$ cat src/rtl/pipelined_cla_addsub.sv
// Pipelined signed adder/subtractor built from carry-lookahead chunks.
// One chunk per stage; operands skew forward, result chunks deskew.
module pipelined_cla_addsub #(
    parameter int WIDTH  = 32,
    parameter int STAGES = 4
) (
    input  logic             clk,
    input  logic             rst_n,
    input  logic             in_valid,
    output logic             in_ready,
    input  logic [WIDTH-1:0] a,
    input  logic [WIDTH-1:0] b,
    input  logic             cin,
    input  logic             sub,
    input  logic             sat,
    output logic             out_valid,
    input  logic             out_ready,
    output logic [WIDTH-1:0] sum,
    output logic             cout,
    output logic             overflow
);

    localparam int C = WIDTH / STAGES;

    // 4-bit lookahead groups; each bit's carry comes from the group-entry carry.
    function automatic logic [C:0] cla_chunk(
        input logic [C-1:0] x,
        input logic [C-1:0] y,
        input logic         ci
    );
        logic [C:0]   c;
        logic [C-1:0] g;
        logic [C-1:0] p;
        logic         gg;
        logic         pp;
        logic         cg;
        g    = x & y;
        p    = x ^ y;
        c    = '0;
        c[0] = ci;
        gg   = 1'b0;
        pp   = 1'b1;
        cg   = ci;
        for (int i = 0; i < C; i++) begin
            if (i % 4 == 0) begin
                gg = 1'b0;
                pp = 1'b1;
                cg = c[i];
            end
            gg     = g[i] | (p[i] & gg);
            pp     = pp & p[i];
            c[i+1] = gg | (pp & cg);
        end
        return {c[C], p ^ c[C-1:0]};
    endfunction

    logic             w_adv;
    logic [WIDTH-1:0] w_bp;
    logic             w_cp;
    logic [C-1:0]     w_fx;
    logic [C-1:0]     w_fy;
    logic             w_fc;
    logic             w_fv;
    logic             w_fsat;
    logic [C:0]       w_fs;
    logic [WIDTH-1:0] w_full;
    logic             w_cmsb;
    logic             w_ov;
    logic [WIDTH-1:0] w_out;

    logic             r_ovld;
    logic [WIDTH-1:0] r_sum;
    logic             r_cout;
    logic             r_ovf;

    assign w_adv    = out_ready || !r_ovld;
    assign in_ready = w_adv;
    assign w_bp     = sub ? ~b : b;
    assign w_cp     = sub ? ~cin : cin;

    generate
        if (STAGES == 1) begin : g_one
            assign w_fx   = a;
            assign w_fy   = w_bp;
            assign w_fc   = w_cp;
            assign w_fv   = in_valid;
            assign w_fsat = sat;
            assign w_full = w_fs[C-1:0];
        end else begin : g_pipe
            for (genvar k = 0; k < STAGES - 1; k++) begin : g_lv
                localparam int RW = (k + 1) * C;
                localparam int OW = WIDTH - RW;

                logic [C-1:0]  w_x;
                logic [C-1:0]  w_y;
                logic          w_ci;
                logic          w_vi;
                logic          w_si;
                logic [OW-1:0] w_an;
                logic [OW-1:0] w_bn;
                logic [RW-1:0] w_rn;
                logic [C:0]    w_s;

                logic          r_v;
                logic          r_c;
                logic          r_sat;
                logic [RW-1:0] r_res;
                logic [OW-1:0] r_a;
                logic [OW-1:0] r_b;

                if (k == 0) begin : g_in
                    assign w_x  = a[C-1:0];
                    assign w_y  = w_bp[C-1:0];
                    assign w_ci = w_cp;
                    assign w_vi = in_valid;
                    assign w_si = sat;
                    assign w_an = a[WIDTH-1:C];
                    assign w_bn = w_bp[WIDTH-1:C];
                    assign w_rn = w_s[C-1:0];
                end else begin : g_mid
                    assign w_x  = g_lv[k-1].r_a[C-1:0];
                    assign w_y  = g_lv[k-1].r_b[C-1:0];
                    assign w_ci = g_lv[k-1].r_c;
                    assign w_vi = g_lv[k-1].r_v;
                    assign w_si = g_lv[k-1].r_sat;
                    assign w_an = g_lv[k-1].r_a[WIDTH-k*C-1:C];
                    assign w_bn = g_lv[k-1].r_b[WIDTH-k*C-1:C];
                    assign w_rn = {w_s[C-1:0], g_lv[k-1].r_res};
                end

                assign w_s = cla_chunk(w_x, w_y, w_ci);

                always_ff @(posedge clk or negedge rst_n) begin
                    if (!rst_n) begin
                        r_v   <= 1'b0;
                        r_c   <= 1'b0;
                        r_sat <= 1'b0;
                        r_res <= '0;
                        r_a   <= '0;
                        r_b   <= '0;
                    end else if (w_adv) begin
                        r_v   <= w_vi;
                        r_c   <= w_s[C];
                        r_sat <= w_si;
                        r_res <= w_rn;
                        r_a   <= w_an;
                        r_b   <= w_bn;
                    end
                end
            end

            assign w_fx   = g_lv[STAGES-2].r_a;
            assign w_fy   = g_lv[STAGES-2].r_b;
            assign w_fc   = g_lv[STAGES-2].r_c;
            assign w_fv   = g_lv[STAGES-2].r_v;
            assign w_fsat = g_lv[STAGES-2].r_sat;
            assign w_full = {w_fs[C-1:0], g_lv[STAGES-2].r_res};
        end
    endgenerate

    assign w_fs   = cla_chunk(w_fx, w_fy, w_fc);
    // Carry into the MSB recovered from the MSB sum bit and its operands.
    assign w_cmsb = w_full[WIDTH-1] ^ w_fx[C-1] ^ w_fy[C-1];
    assign w_ov   = w_cmsb ^ w_fs[C];
    assign w_out  = (w_fsat && w_ov)
                  ? (w_fx[C-1] ? {1'b1, {(WIDTH-1){1'b0}}}
                               : {1'b0, {(WIDTH-1){1'b1}}})
                  : w_full;

    always_ff @(posedge clk or negedge rst_n) begin
        if (!rst_n) begin
            r_ovld <= 1'b0;
            r_sum  <= '0;
            r_cout <= 1'b0;
            r_ovf  <= 1'b0;
        end else if (w_adv) begin
            r_ovld <= w_fv;
            r_sum  <= w_out;
            r_cout <= w_fs[C];
            r_ovf  <= w_ov;
        end
    end

    assign out_valid = r_ovld;
    assign sum       = r_sum;
    assign cout      = r_cout;
    assign overflow  = r_ovf;

endmodule

$ cat config.mk
export PLATFORM = sky130hd
export DESIGN_NAME = pipelined_cla_addsub
export DESIGN_NICKNAME = d
export VERILOG_FILES = /design/src/rtl/pipelined_cla_addsub.sv
export SDC_FILE = /design/constraint.sdc
export NUM_CORES = 1
export LEC_CHECK = 0
export CAP_MARGIN = 20
export CORE_UTILIZATION = 40
export DETAILED_ROUTE_END_ITERATION = 12
export PLACE_DENSITY = 0.69
export SETUP_SLACK_MARGIN = 0.2
export SLEW_MARGIN = 15
export SYNTH_ARGS = -nofsm -noshare
export SYNTH_HDL_FRONTEND = slang
export SYNTH_SLANG_ARGS = --single-unit
$ cat constraint.sdc
create_clock -name clk -period 6.6 [get_ports clk]
set_input_delay 1.98 -clock clk [delete_from_list [all_inputs] [get_ports clk]]
set_output_delay 1.98 -clock clk [all_outputs]
set_load 0.05 [all_outputs]
Word-level counts from Yosys, hierarchy flattened
Index checks and enable logic that the tools add are counted.
{ "op_classes": {"n_mux": 4, "bitwise_logic": 153, "reduce_logical": 3} }
{ "ops": {"columns": ["operator", "count"], "rows": [
  ["2-to-1 mux 32 bit", 3],
  ["AND 1 bit", 80],
  ["XOR 8 bit", 8],
  ["bitwise OR 1 bit", 56],
  ["AND 8 bit", 4],
  ["inverter 32 bit", 1],
  ["XOR 1 bit", 3],
  ["logical AND 1 bit", 1],
  ["logical NOT 1 bit", 1],
  ["logical OR 1 bit", 1],
  ["2-to-1 mux 1 bit", 1],
  ["inverter 1 bit", 1]
]} }
{ "totals": {"ff_bits": 188, "in_bits": 71, "out_inout_bits": 36, "elab_cells": 182} }

Depth between registers and ports, before layout
Gate-level depths: netlist of run 1.
{ "logic_depth": {"word_depth": 16, "depth_mapped": 11, "depth_no_buf": 9} }

Worst setup path before layout of run 1
No wires, ideal clock.
{ "synth_path": {"path_type": "input -> output", "startpoint": "input port out_ready", "endpoint": "output port in_ready", "t_arrival_ps": 3083, "t_required_ps": 4620, "path_slack_ps": 1537, "cell_stages": 4, "path_buffers": 2, "path_cell_list": "nor2b_1 > clkinv_1 > clkbuf_1 > buf_1"} }
{ "synth_via": {"elab_chain_len": 1} }
{ "synth_lines": {"columns": ["element", "line", "source"], "rows": [
  ["from (decl)", "17", "input logic out_ready,"],
  ["logical OR 1 bit", "76", "assign w_adv = out_ready || !r_ovld;"],
  ["to (decl)", "10", "output logic in_ready,"]
]} }
Every way passes these cells.

Worst setup path after layout of run 1
Ends and elaborated chain as after synthesis.

==> results.json, run 1 <==
{
  "slew_headroom_pct": 31.55,
  "status": "finished clean",
  "cp_data_arrival_time_ps": 3450,
  "drt_wl_total_um": 17820,
  "synth_top_area_cell": "dfrtp_1",
  "synthesis.area_mm2": 0.008856,
  "holdCritPathClass": "reg -> reg",
  "crit_path_max_fanout": 4,
  "num_rows": 54,
  "critPathKind": "in -> out",
  "ys_top_cells_by_count": "340 x nand2_1, 188 x dfrtp_1, 43 x o21ai_0",
  "die_height_um": 150.8,
  "io_pins": 107,
  "clk_pin_slew_worst_paths_ps": 70,
  "nets": 1123,
  "tightest_slew_ps": 1027,
  "clock_tree.root_cell": "clkbuf_16",
  "core-area_mm2": 0.02176,
  "ctsResizeCount": 0,
  "max_freq_ghz": 0.1843,
  "rsz0062_at_grt": "no",
  "finalClockSkew_ps": 12.52,
  "synthCells": 932,
  "cap_violations": 0,
  "numClockSinks": 188,
  "start_util_pct": 40.71,
  "synth_most_common_cell": "nand2_1",
  "fin_crit_ps": 5427,
  "finalSetupTns_ps": 0,
  "vias": 6401,
  "cts_tree": "built",
  "overflow": 0,
  "ys.flop_type": "dfrtp_1",
  "cts_hold_buf": 0,
  "place_congestion": 0.7860,
  "drc": 0,
  "p_per_area_mw_per_mm2": 518.2,
  "dr.pass1.iters": 5,
  "synthArstFlopShare_pct": 100.0,
  "synth-edff-count": 0,
  "h-tree-depth": 4,
  "end_kind": "primary output",
  "dieArea_mm2": 0.02274,
  "setup_viol": 0,
  "worst_slack_ps": 1173,
  "cts_setup_buffers": 0,
  "antenna_found_initial": 0,
  "synth_seq_cells": 188,
  "synth_top_area_share_pct": 53.12,
  "layout-drive-gt1-share_pct": 5.854,
  "ys_warn_count": 0,
  "wl_per_cell_um": 13.66,
  "startpoint_type": "primary input",
  "final.fill_count": 2048,
  "numCtsBuffers": 17,
  "p_leak_nw": 5.085,
  "drtAntennaViolNets": 0,
  "die_w_um": 150.8,
  "drtIter0Drc": 467,
  "avgSynthCellArea_um2": 9.502,
  "grt_pass1_wl_um": 29490,
  "irDropWorstVdd_mv": 0.2197,
  "final_max_slew_viol_count": 0,
  "cts_buffer_depth": 2,
  "gr-usage-all-layers_pct": 16.61,
  "cp.required_ps": 4620,
  "area_growth_pct": 21.16,
  "synth_nets": 1043,
  "finish.utilization_pct": 49.32,
  "dp_hpwl_um": 11710,
  "grt_pass1_vias": 6101,
  "post_drt_via_cell_ratio": 4.905,
  "post-route-period-util_pct": 82.23,
  "hold_viol_final": 0,
  "antenna-diode-count": 0,
  "io_buffers": 106,
  "netlist_top_cells_area": "dfrtp_1 53%, nand2_1 14%, ha_1 4.5%",
  "grt_max_degree": 213,
  "yosysSeqAreaShare_pct": 53.12,
  "pre_cts_ws_ps": 1165,
  "synthDistinctLibCells": 53,
  "clk_latency_ps": 430
}
state kept, by name, summed over array words and instances, names as in the netlist:
name               flops
g_pipe.g_lv.r_v        3
g_pipe.g_lv.r_sat      3
g_pipe.g_lv.r_a       48
sum                   32
cout                   1
g_pipe.g_lv.r_res     48
overflow               1
g_pipe.g_lv.r_c        3
out_valid              1
g_pipe.g_lv.r_b       48
metal layers:
layer / up-vias / wire (um) / global-route usage, %
met5: - / 0 / 0
met4: 0 / 351 / 6.150
met3: 20 / 707 / 3.253
met2: 114 / 8028 / 25.23
met1: 3018 / 8734 / 23.50
li1: 3249 / - / -
stage by stage:
stage                     cell area (um^2)  power [W]  std cells  hold slack, ps
after CTS                            10730   0.005632       1305           472.1
final                                10730   0.005560       1305           466.7
after floorplan                       8856   0.003892        932           430.0
after detailed placement             10140   0.004592       1273           455.2
after global routing                 10730   0.006024       1305           484.5
after global placement               10140   0.004514       1273           444.4
report_power, final:
part / leakage (nW) / switching, W / internal, W / total [W]
sequential: 2.26 / 0.000300 / 0.00168 / 0.00198
combinational: 2.53 / 0.00151 / 0.00105 / 0.00256
clock: 0.291 / 0.000476 / 0.000541 / 0.00102
worst paths after layout:
check                                       start                  endpoint  slack [ps]  cells after the start
max                                     out_ready                  in_ready        1170                      4
max reg2reg                 g_pipe.g_lv[2].r_a[2]                    sum[4]        3550                      8
min                        g_pipe.g_lv[0].r_a[10]    g_pipe.g_lv[0].r_a[10]         470                      2
min reg2reg                g_pipe.g_lv[0].r_a[10]    g_pipe.g_lv[0].r_a[10]         470                      2
min in group asynchronous                   rst_n    g_pipe.g_lv[0].r_a[17]        1730                      2
max in group asynchronous                   rst_n  g_pipe.g_lv[2].r_res[18]        4100                      2
final cells by class:
cell class / instances / area (um^2) / share of cell area [%]
clock buffer: 17 / 425.4 / 3.965
multi-input combinational: 670 / 3860 / 35.97
inverter: 22 / 85.08 / 0.7929
sequential: 188 / 4705 / 43.84
timing repair buffer: 113 / 1137 / 10.60
clock inverter: 15 / 167.7 / 1.563
tap: 280 / 350.3 / 3.265
logic make-up after synthesis:
logic type | synth area share [%]
AO/OA/AOI/OAI | 11.39
XOR/XNOR | 4.931
adder cells (fa/ha/maj) | 6.329
buffers and inverters | 3.461
flip-flops | 53.12
AND/OR/NAND/NOR | 20.77
critical path: stages:
cell	delay, ps
clkdlybuf4s50_1	500
nor2b_4	70
inv_4	90
clkdlybuf4s50_1	810
placed cells by master, fill, tap and decap left out, types with 3 or more instances in the layout:
cell and instances:
nand2_1 340, dfrtp_1 188, clkdlybuf4s50_1 104, o21ai_0 43
xnor2_1 34, ha_1 32, a21oi_1 28, and2_1 27
nor2_1 22, inv_1 21, clkbuf_16 17, xor2_1 14
a311o_1 14, nor3_1 13, and3_1 10, nand3_1 10
a311o_2 10, a21o_1 9, fa_1 8, a211o_1 6
inv_8 5, buf_4 5, inv_6 4, o21bai_1 3
or3_1 3, or3b_1 3, o31ai_1 3, nand2b_1 3
nor3b_1 3, a2111o_1 3
Power figures use the tool's default switching activity.
==> run 2: changes to the inputs <==
Clock period 6.6 ns to 5.62 ns, I/O delays scaled along.
==> run 2 against run 1 <==
The run now ends with DRC left. Via count decreased by 0.20%. Clock skew fell by 1.8 ps. Combinational power up 18%. Wire length grew 0.44%. Critical path depth stayed put. Global-route usage increased by 0.12 points. Setup slack better by 190 ps. Sequential share of layout area hardly changed. Non-clock buffer count stayed put.
==> results.json, run 2 (synthesized netlist as in run 1, its figures left out) <==
{
  "cts_setup_buffers": 0,
  "clk_latency_ps": 430,
  "tightest_slew_ps": 1001,
  "grt_pass1_vias": 6048,
  "cts_tree": "built",
  "fin_area_mm2": 0.01072,
  "largest_registers": "g_pipe.g_lv.r_a x48, g_pipe.g_lv.r_b x48, g_pipe.g_lv.r_res x48",
  "setup_viol": 0,
  "path_buf_inv": 3,
  "rsz0062_at_grt": "no",
  "area_growth_pct": 21.09,
  "cts_buffer_depth": 2,
  "cp_num_cells": 4,
  "dp_hpwl_um": 11630,
  "place_area_mm2": 0.01016,
  "holdCritPathClass": "reg -> reg",
  "dr.pass1.iters": 8,
  "core-area_mm2": 0.02176,
  "hold_viol_final": 0,
  "cp.required_ps": 3930,
  "drc": 1,
  "cp_data_arrival_time_ps": 2570,
  "fin_crit_ps": 4253,
  "startpoint_type": "primary input",
  "h-tree-depth": 4,
  "finalClockSkew_ps": 10.67,
  "drtAntennaViolNets": 0,
  "finalSetupTns_ps": 0,
  "p_per_area_mw_per_mm2": 607.3,
  "final_cell_mix": "340 x nand2_1, 188 x dfrtp_1, 103 x clkdlybuf4s50_1",
  "irDropWorstVdd_mv": 0.2488,
  "num_rows": 54,
  "whs_path_depth": 2,
  "pre_cts_ws_ps": 1350,
  "critPathTopFamily": "buffers and inverters",
  "nets": 1123,
  "drtIter0Drc": 407,
  "reg2regPathDepth": 8,
  "critPathKind": "in -> out",
  "numClockSinks": 188,
  "die_height_um": 150.8,
  "cts_hold_buf": 0,
  "grt_max_degree": 213,
  "clk_pin_slew_worst_paths_ps": 70,
  "p_total_w": 0.006513,
  "io_buffers": 106,
  "final_max_slew_viol_count": 0,
  "holdWs_ps": 467.7,
  "wl_per_cell_um": 13.72,
  "slowest_stage": "clkdlybuf4s50_1",
  "final_common_cell": "nand2_1",
  "numCtsBuffers": 17,
  "antenna_found_initial": 0,
  "violations": "DRC",
  "post_drt_via_cell_ratio": 4.895,
  "drt_wl_total_um": 17900,
  "slew_headroom_pct": 33.25,
  "vias": 6388,
  "clock_tree.root_cell": "clkbuf_16",
  "grt_pass1_wl_um": 29910,
  "die_w_um": 150.8,
  "dieArea_mm2": 0.02274,
  "start_util_pct": 40.71,
  "worstPathCellList": "clkdlybuf4s50_1 > nor2b_4 > inv_4 > buf_12",
  "worst_slack_ps": 1367,
  "p_leak_nw": 5.077,
  "cpPeakStageDelay_ps": 440,
  "post-route-period-util_pct": 75.67,
  "io_pins": 107,
  "antenna-diode-count": 0,
  "max_freq_ghz": 0.2351,
  "crit_path_max_fanout": 2,
  "layout-drive-gt1-share_pct": 5.951,
  "end_kind": "primary output",
  "status": "finished, violations left",
  "cap_violations": 0,
  "overflow": 0,
  "ctsResizeCount": 0,
  "place_congestion": 0.7758,
  "gr-usage-all-layers_pct": 16.73
}
-- run 2: tightest hold or removal path: cells and delay by family, from the launching register on --
kind | cells | cell delay (ps)
flip-flops | 1 | 340
AND/OR/NAND/NOR | 2 | 100
-- run 2: worst paths after layout --
path,start,endpoint,slack [ps]
setup / recovery,out_ready,in_ready,1370
hold / removal,g_pipe.g_lv[1].r_sat,g_pipe.g_lv[1].r_sat,470
setup reg to reg,g_pipe.g_lv[2].r_a[2],sum[9],2540
hold reg to reg,g_pipe.g_lv[1].r_sat,g_pipe.g_lv[1].r_sat,470
max in group asynchronous,rst_n,g_pipe.g_lv[0].r_res[4],3370
min in group asynchronous,rst_n,g_pipe.g_lv[0].r_b[21],1380
-- run 2: power breakdown --
| part | internal, W | switching, W |
|---|---|---|
| combinational | 0.00125 | 0.00179 |
| clock | 0.000597 | 0.000549 |
| sequential | 0.00198 | 0.000357 |
| total | 0.00382 | 0.00269 |
-- run 2: cell type report --
type,count,area (um^2)
clock buffer,18,439.2
clock inverter,14,125.1
fill,2043,11030
inverter,22,85.08
multi-input combinational,670,3860
sequential,188,4705
tap,280,350.3
timing repair buffer,113,1160
-- run 2: metal layers --
layer | track usage, % | routed length (um) | vias up
li1 | - | - | 3257
met1 | 24.69 | 9060 | 3016
met2 | 25.05 | 8092 | 101
met3 | 2.711 | 528 | 14
met4 | 5.350 | 217 | 0
met5 | 0 | 0 | -
-- run 2: stage by stage --
stage | std cells | util (%)
final | 1305 | 49.29
after global routing | 1305 | 49.29
after detailed placement | 1273 | 46.70
after CTS | 1305 | 49.29
after floorplan | 932 | -
after global placement | 1273 | 46.70
